<file path="config.mk">
export PLATFORM = sky130hd
export DESIGN_NAME = forward_detect_unit
export DESIGN_NICKNAME = d
export VERILOG_FILES = /design/src/rtl/cpu_types_pkg.sv /design/src/rtl/fwd_tag_cmp.sv /design/src/rtl/forward_detect_unit.sv
export SDC_FILE = /design/constraint.sdc
export NUM_CORES = 1
export LEC_CHECK = 0
export CORE_AREA = 2 2 78 80
export DETAILED_ROUTE_END_ITERATION = 10
export DIE_AREA = 0 0 80 82
export GPL_TIMING_DRIVEN = 0
export PLACE_DENSITY = 0.78
export REMOVE_ABC_BUFFERS = 1
export SETUP_SLACK_MARGIN = 0.15
export SYNTH_ARGS = -nofsm -noshare
export SYNTH_HDL_FRONTEND = slang
export SYNTH_SLANG_ARGS = --single-unit
</file>
<file path="constraint.sdc">
create_clock -name CLK -period 2.7 [get_ports CLK]
set_clock_uncertainty 0.1 [all_clocks]
set_input_delay 0.405 -clock CLK [delete_from_list [all_inputs] [get_ports CLK]]
set_output_delay 0.405 -clock CLK [all_outputs]
set_load 0.02 [all_outputs]
</file>
<file path="src/rtl/cpu_types_pkg.sv">
// Shared types for the forwarding producer: register index, in-flight
// destination tag and decode port indices.
package cpu_types_pkg;
  localparam int REG_BITS = 5;
  localparam int PORT_RS  = 0;
  localparam int PORT_RT  = 1;

  typedef logic [REG_BITS-1:0] regbits_t;

  typedef struct packed {
    logic     valid;
    regbits_t wsel;
    logic     load;
  } fwd_tag_t;

  // Register 0 is hardwired, so a tag writing it never produces a value.
  function automatic logic tag_live(input fwd_tag_t t);
    return t.valid && (t.wsel != '0);
  endfunction
endpackage

</file>
<file path="src/rtl/fwd_tag_cmp.sv">
// Live-and-match test of one in-flight destination tag against one source index.
module fwd_tag_cmp
  import cpu_types_pkg::*;
(
  input  fwd_tag_t tag,
  input  regbits_t src,
  output logic     hit
);
  assign hit = tag_live(tag) && (tag.wsel == src);
endmodule

</file>
<file path="src/rtl/forward_detect_unit.sv">
// Shadow EX/MEM destination tags feeding the forwarding unit: operand match
// flags for decode and execute, plus the load-use stall and its counter.
module forward_detect_unit
  import cpu_types_pkg::*;
#(
  parameter int REG_W = 5,
  parameter int CNT_W = 32
) (
  input  logic             CLK,
  input  logic             RST,
  input  logic             adv,
  input  logic             flush,
  input  logic [REG_W-1:0] rs_dec,
  input  logic [REG_W-1:0] rt_dec,
  input  logic             uses_rt_dec,
  input  logic [REG_W-1:0] wsel_dec,
  input  logic             RegWr_dec,
  input  logic             MemtoReg_dec,
  input  logic [REG_W-1:0] rs_ex,
  input  logic [REG_W-1:0] rt_ex,
  output logic             hazard_dec,
  output logic [1:0]       rport_dec,
  output logic [1:0]       sel_mem_dec,
  output logic             hazard_ex,
  output logic [1:0]       rport_ex,
  output logic             MemtoReg_ex,
  output logic             MemtoReg_mem,
  output logic             lu_stall,
  output logic [CNT_W-1:0] stall_cnt
);
  fwd_tag_t         tag_ex_reg;
  fwd_tag_t         tag_mem_reg;
  fwd_tag_t         tag_ex_next;
  logic [CNT_W-1:0] stall_cnt_reg;

  regbits_t   src_dec [2];
  regbits_t   src_ex  [2];
  logic [1:0] port_en;
  logic [1:0] hit_ex_dec;
  logic [1:0] hit_mem_dec;
  logic [1:0] hit_mem_ex;
  logic [1:0] mex;
  logic [1:0] mmem;

  assign src_dec[PORT_RS] = rs_dec;
  assign src_dec[PORT_RT] = rt_dec;
  assign src_ex[PORT_RS]  = rs_ex;
  assign src_ex[PORT_RT]  = rt_ex;
  assign port_en          = {uses_rt_dec, 1'b1};

  generate
    for (genvar gi = 0; gi < 2; gi++) begin : g_port
      fwd_tag_cmp u_dec_ex (
        .tag (tag_ex_reg),
        .src (src_dec[gi]),
        .hit (hit_ex_dec[gi])
      );
      fwd_tag_cmp u_dec_mem (
        .tag (tag_mem_reg),
        .src (src_dec[gi]),
        .hit (hit_mem_dec[gi])
      );
      fwd_tag_cmp u_ex_mem (
        .tag (tag_mem_reg),
        .src (src_ex[gi]),
        .hit (hit_mem_ex[gi])
      );

      assign mex[gi]         = hit_ex_dec[gi] & port_en[gi];
      assign mmem[gi]        = hit_mem_dec[gi] & port_en[gi];
      assign rport_dec[gi]   = mex[gi] | mmem[gi];
      // The EX-stage producer is younger, so it shadows a MEM match.
      assign sel_mem_dec[gi] = ~mex[gi] & mmem[gi];
      // Only loaded data needs the MEM-stage bypass in execute.
      assign rport_ex[gi]    = hit_mem_ex[gi] & tag_mem_reg.load;
    end
  endgenerate

  assign hazard_dec   = |rport_dec;
  assign hazard_ex    = |rport_ex;
  assign lu_stall     = |mex & tag_ex_reg.load;
  assign MemtoReg_ex  = tag_ex_reg.valid & tag_ex_reg.load;
  assign MemtoReg_mem = tag_mem_reg.valid & tag_mem_reg.load;
  assign stall_cnt    = stall_cnt_reg;

  always_comb begin
    tag_ex_next       = '0;
    tag_ex_next.valid = RegWr_dec;
    tag_ex_next.wsel  = wsel_dec;
    tag_ex_next.load  = MemtoReg_dec;
    if (flush || lu_stall) begin
      tag_ex_next = '0;
    end
  end

  always_ff @(posedge CLK) begin
    if (RST) begin
      tag_ex_reg    <= '0;
      tag_mem_reg   <= '0;
      stall_cnt_reg <= '0;
    end else begin
      if (adv) begin
        tag_mem_reg <= tag_ex_reg;
        tag_ex_reg  <= tag_ex_next;
      end
      // Counts stall cycles even while the pipeline is frozen; sticks at max.
      if (lu_stall && !(&stall_cnt_reg)) begin
        stall_cnt_reg <= stall_cnt_reg + {{(CNT_W-1){1'b0}}, 1'b1};
      end
    end
  end
endmodule
</file>
==> reports/results.md <==
- **result of the run** finished, final reports clean
- **Worst Hold Depth** 2
- **overall routing resource usage** 22.0%
- **data arrival time of the critical path** 2080 ps
- **number of flip-flops and latches in the synthesized netlist** 46
- **cell count after placement** 444
- **number of vias in the routed layout** 2781
- **CTS buffer count** 5
- **final cell utilization of the core** 66.5%
- **reg-to-reg startpoint** tag_ex_reg[1]$_SDFFE_PP0P_
- **required time at the worst-slack endpoint** 2190 ps
- **most common flop cell mapped by yosys** dfxtp_1
- **CTS Root Buffer Type** clkbuf_8
- **Largest register FFs** 32
- **startpoint-to-endpoint class of the critical path** flop to primary output
- **Reg clk slew, reported paths** 80 ps
- **Slew Limit Headroom** 38.2%
- **height of the die** 82 um
- **Boundary Pins** 75
- **maximum number of pins on one net before global-route repair** 53
- **post-synthesis sequential area ratio** 34.7%
- **number of nets with antenna violations after detailed routing** 0
- **number of cells on the worst reg-to-reg path** 10
- **Critical Path Sink Type** primary output
- **total inserted antenna cells** 0
- **first-pass GRT wire length** 11.3 mm
- **number of warnings printed during yosys synthesis** 0
- **CTS tree** built
- **number of library cell types mapped by synthesis** 43
- **area grow syn2layout** 44.0%
- **Core Region** 5750 sq um
- **antenna violations before repair** 0
- **Horiz. Die Dim** 80 um
- **share of synthesized flip-flops with an asynchronous set or reset** 0%
- **worst slack, placed** -856 ps
- **number of design rule violations left after detail routing** 0
- **metal1 wirelength** 3.39 mm
- **min setup slack post-route** 111 ps
- **total iterations of the first detailed-routing run** 5
- **crit path from** tag_ex_reg[1]$_SDFFE_PP0P_
- **number of DRC markers after the initial detailed-route iteration** 117
- **post-route non-filler standard cell count** 478
- **PnR Total Power** 1.26 mW
- **post-route fraction of the period consumed by the critical path** 95.9%
- **fraction of layout instances using a drive strength above 1** 19.9%
- **number of I/O port buffers** 74
- **Core Rows** 28
- **number of buffers inserted by hold repair at cts** 0
- **setup total negative slack** 0 ps
- **Static Leak** 1.38 nW
- **Mapped Avg Cell Area** 8.42 sq um
- **HPWL after detailed placement** 4.64 mm
- **highest layer used for signal routing** met4
- **routed length per placed instance** 16.4 um
- **maximum clock path buffer count** 2
- **setup repair after global routing missed its margin** true
- **count of final hold-check violations** 0
- **CP Max Fanout** 3
- **number of violations of the max-capacitance limit** 0
- **Max Clock Freq** 386 MHz
- **sum of met2 wire segment lengths after detailed routing** 3.85 mm
- **die area** 6560 sq um
- **Clk Latency, worst-skew pair** 300 ps
- **power density of the placed cells** 331 nW/um^2
- **via count of the first global-routing pass** 2380
- **GR Overflow Total** 0
- **worst voltage drop across the vdd grid** 0.000294 V
- **startpoint type of the worst setup path** flop
- **number of H-tree levels** 2
- **via density per instance** 5.82
- **length of routed met3 wiring** 554 um
- **Tightest Pin Transition** 928 ps
- **effective utilization at floorplan** 46.2%
- **summed instance area of the synthesized netlist** 2650 sq um
- **final critical-path required period** 2590 ps
- **Post-synth EDFFs** 0
- **setup violators final** 0
- **clk sink count** 46
- **worst min-delay path class** flop to flop
- **fin. max-slew vios** 0
- **Post-layout nets** 435
- **min-delay src** stall_cnt[10]$_SDFFE_PP0P_
- **Final Routed Wirelength** 7.86 mm
- **Routability Congestion** 0.799
- **Post-Synthesis Cells** 315
[layout make-up]
class	count	area (sq um)
clock inverter	1	5.00
timing repair buffer	97	923
fill	495	1920
clock buffer	7	86.3
multi-input combinational	243	1740
tap	75	93.8
sequential	46	940
inverter	9	33.8
[synth_stat cells, types with 2 or more instances]
| master | n | area [sq um] |
|---|---|---|
| or3_1 | 9 | 56.3 |
| and3_2 | 2 | 15.0 |
| nand3_1 | 18 | 90.1 |
| inv_1 | 9 | 33.8 |
| nor2_1 | 25 | 93.8 |
| buf_1 | 2 | 7.51 |
| a21oi_1 | 26 | 130 |
| nor3_1 | 6 | 30.0 |
| clkbuf_1 | 10 | 37.5 |
| dfxtp_1 | 46 | 921 |
| and3_1 | 2 | 12.5 |
| nand2_1 | 12 | 45.0 |
| mux2_2 | 6 | 67.6 |
| nor2b_1 | 5 | 31.3 |
| and4_1 | 2 | 17.5 |
| or2_2 | 2 | 12.5 |
| buf_4 | 5 | 37.5 |
| mux2i_1 | 7 | 70.1 |
| or4_1 | 18 | 135 |
| xnor2_1 | 13 | 114 |
| and2_1 | 6 | 37.5 |
| nand4_1 | 9 | 56.3 |
| nor4_1 | 9 | 56.3 |
| a32oi_1 | 7 | 61.3 |
| o21ai_0 | 10 | 50.1 |
| o31ai_1 | 16 | 120 |
| xor2_1 | 17 | 149 |
[metal layers]
metal / track usage (%) / up-vias
met4: 5.59 / 0
met3: 5.27 / 8
met5: 0 / -
met1: 28.7 / 1340
met2: 36.7 / 93
li1: - / 1340
[cell families (layout without fill, tap and decap cells)]
| group | Yosys count | in the layout | synth area share, % |
|---|---|---|---|
| AND/OR/NAND/NOR | 132 | 132 | 29.0 |
| AO/OA/AOI/OAI | 64 | 67 | 15.6 |
| flip-flops | 46 | 46 | 34.7 |
| XOR/XNOR | 30 | 30 | 9.90 |
| buffers and inverters | 29 | 114 | 5.19 |
| multiplexers | 13 | 13 | 5.19 |
| adder cells (fa/ha/maj) | 1 | 1 | 0.471 |
[cell usage in the layout (no fill, tap or decap), drive strengths merged, types with 2 or more instances in the layout]
cell type / netlist / final
buf: 9 / 29
or3: 9 / 9
nand4: 10 / 10
or4: 18 / 18
dfxtp: 46 / 46
a21oi: 26 / 26
and2: 7 / 7
o31ai: 16 / 16
mux2: 6 / 6
nand3: 18 / 18
nor2b: 5 / 5
clkdlybuf4s15: 0 / 2
clkbuf: 11 / 7
xor2: 17 / 17
xnor2: 13 / 13
or2: 2 / 2
nand2: 12 / 12
clkdlybuf4s50: 0 / 60
inv: 9 / 9
dlymetal6s2s: 0 / 4
a32oi: 7 / 7
and3: 4 / 4
dlygate4sd2: 0 / 2
nor2: 25 / 25
nor3: 7 / 7
nor4: 10 / 10
mux2i: 7 / 7
and4: 3 / 3
o21ai: 12 / 15
[final timing paths]
path	endpoint	slack (ps)
hold / removal	stall_cnt[10]$_SDFFE_PP0P_	400
hold reg to reg	stall_cnt[10]$_SDFFE_PP0P_	400
setup / recovery	hazard_dec	110
setup reg to reg	stall_cnt[11]$_SDFFE_PP0P_	230
[power by group]
group	switching [mW]	total, mW	internal [mW]
Sequential	0.00880	0.690	0.681
Combinational	0.0611	0.136	0.0747
Clock	0.230	0.437	0.207
[critical path, cell delays in order (launching register included)]
cell	delay [ps]
dfxtp_4	350
or4_4	520
o21a_1	220
and2_4	150
o21bai_4	160
or2_4	250
buf_6	130
[per-stage QoR]
| step | hold WS [ps] | cell area [sq um] |
|---|---|---|
| after global routing | 428 | 3820 |
| final | 400 | 3820 |
| after floorplan | 372 | 2550 |
| after detailed placement | 388 | 3380 |
| after global placement | 381 | 3380 |
| after CTS | 400 | 3600 |
[repair_timing]
action                                  CTS  global route
setup buffers                             7            16
endpoints found under the setup margin   37            32
pin swaps                                 7            15
cloned                                    3             0
endpoints found under the hold margin     0             0
resized for setup                        49            28
No activity file was read; power rests on OpenSTA's default activity.
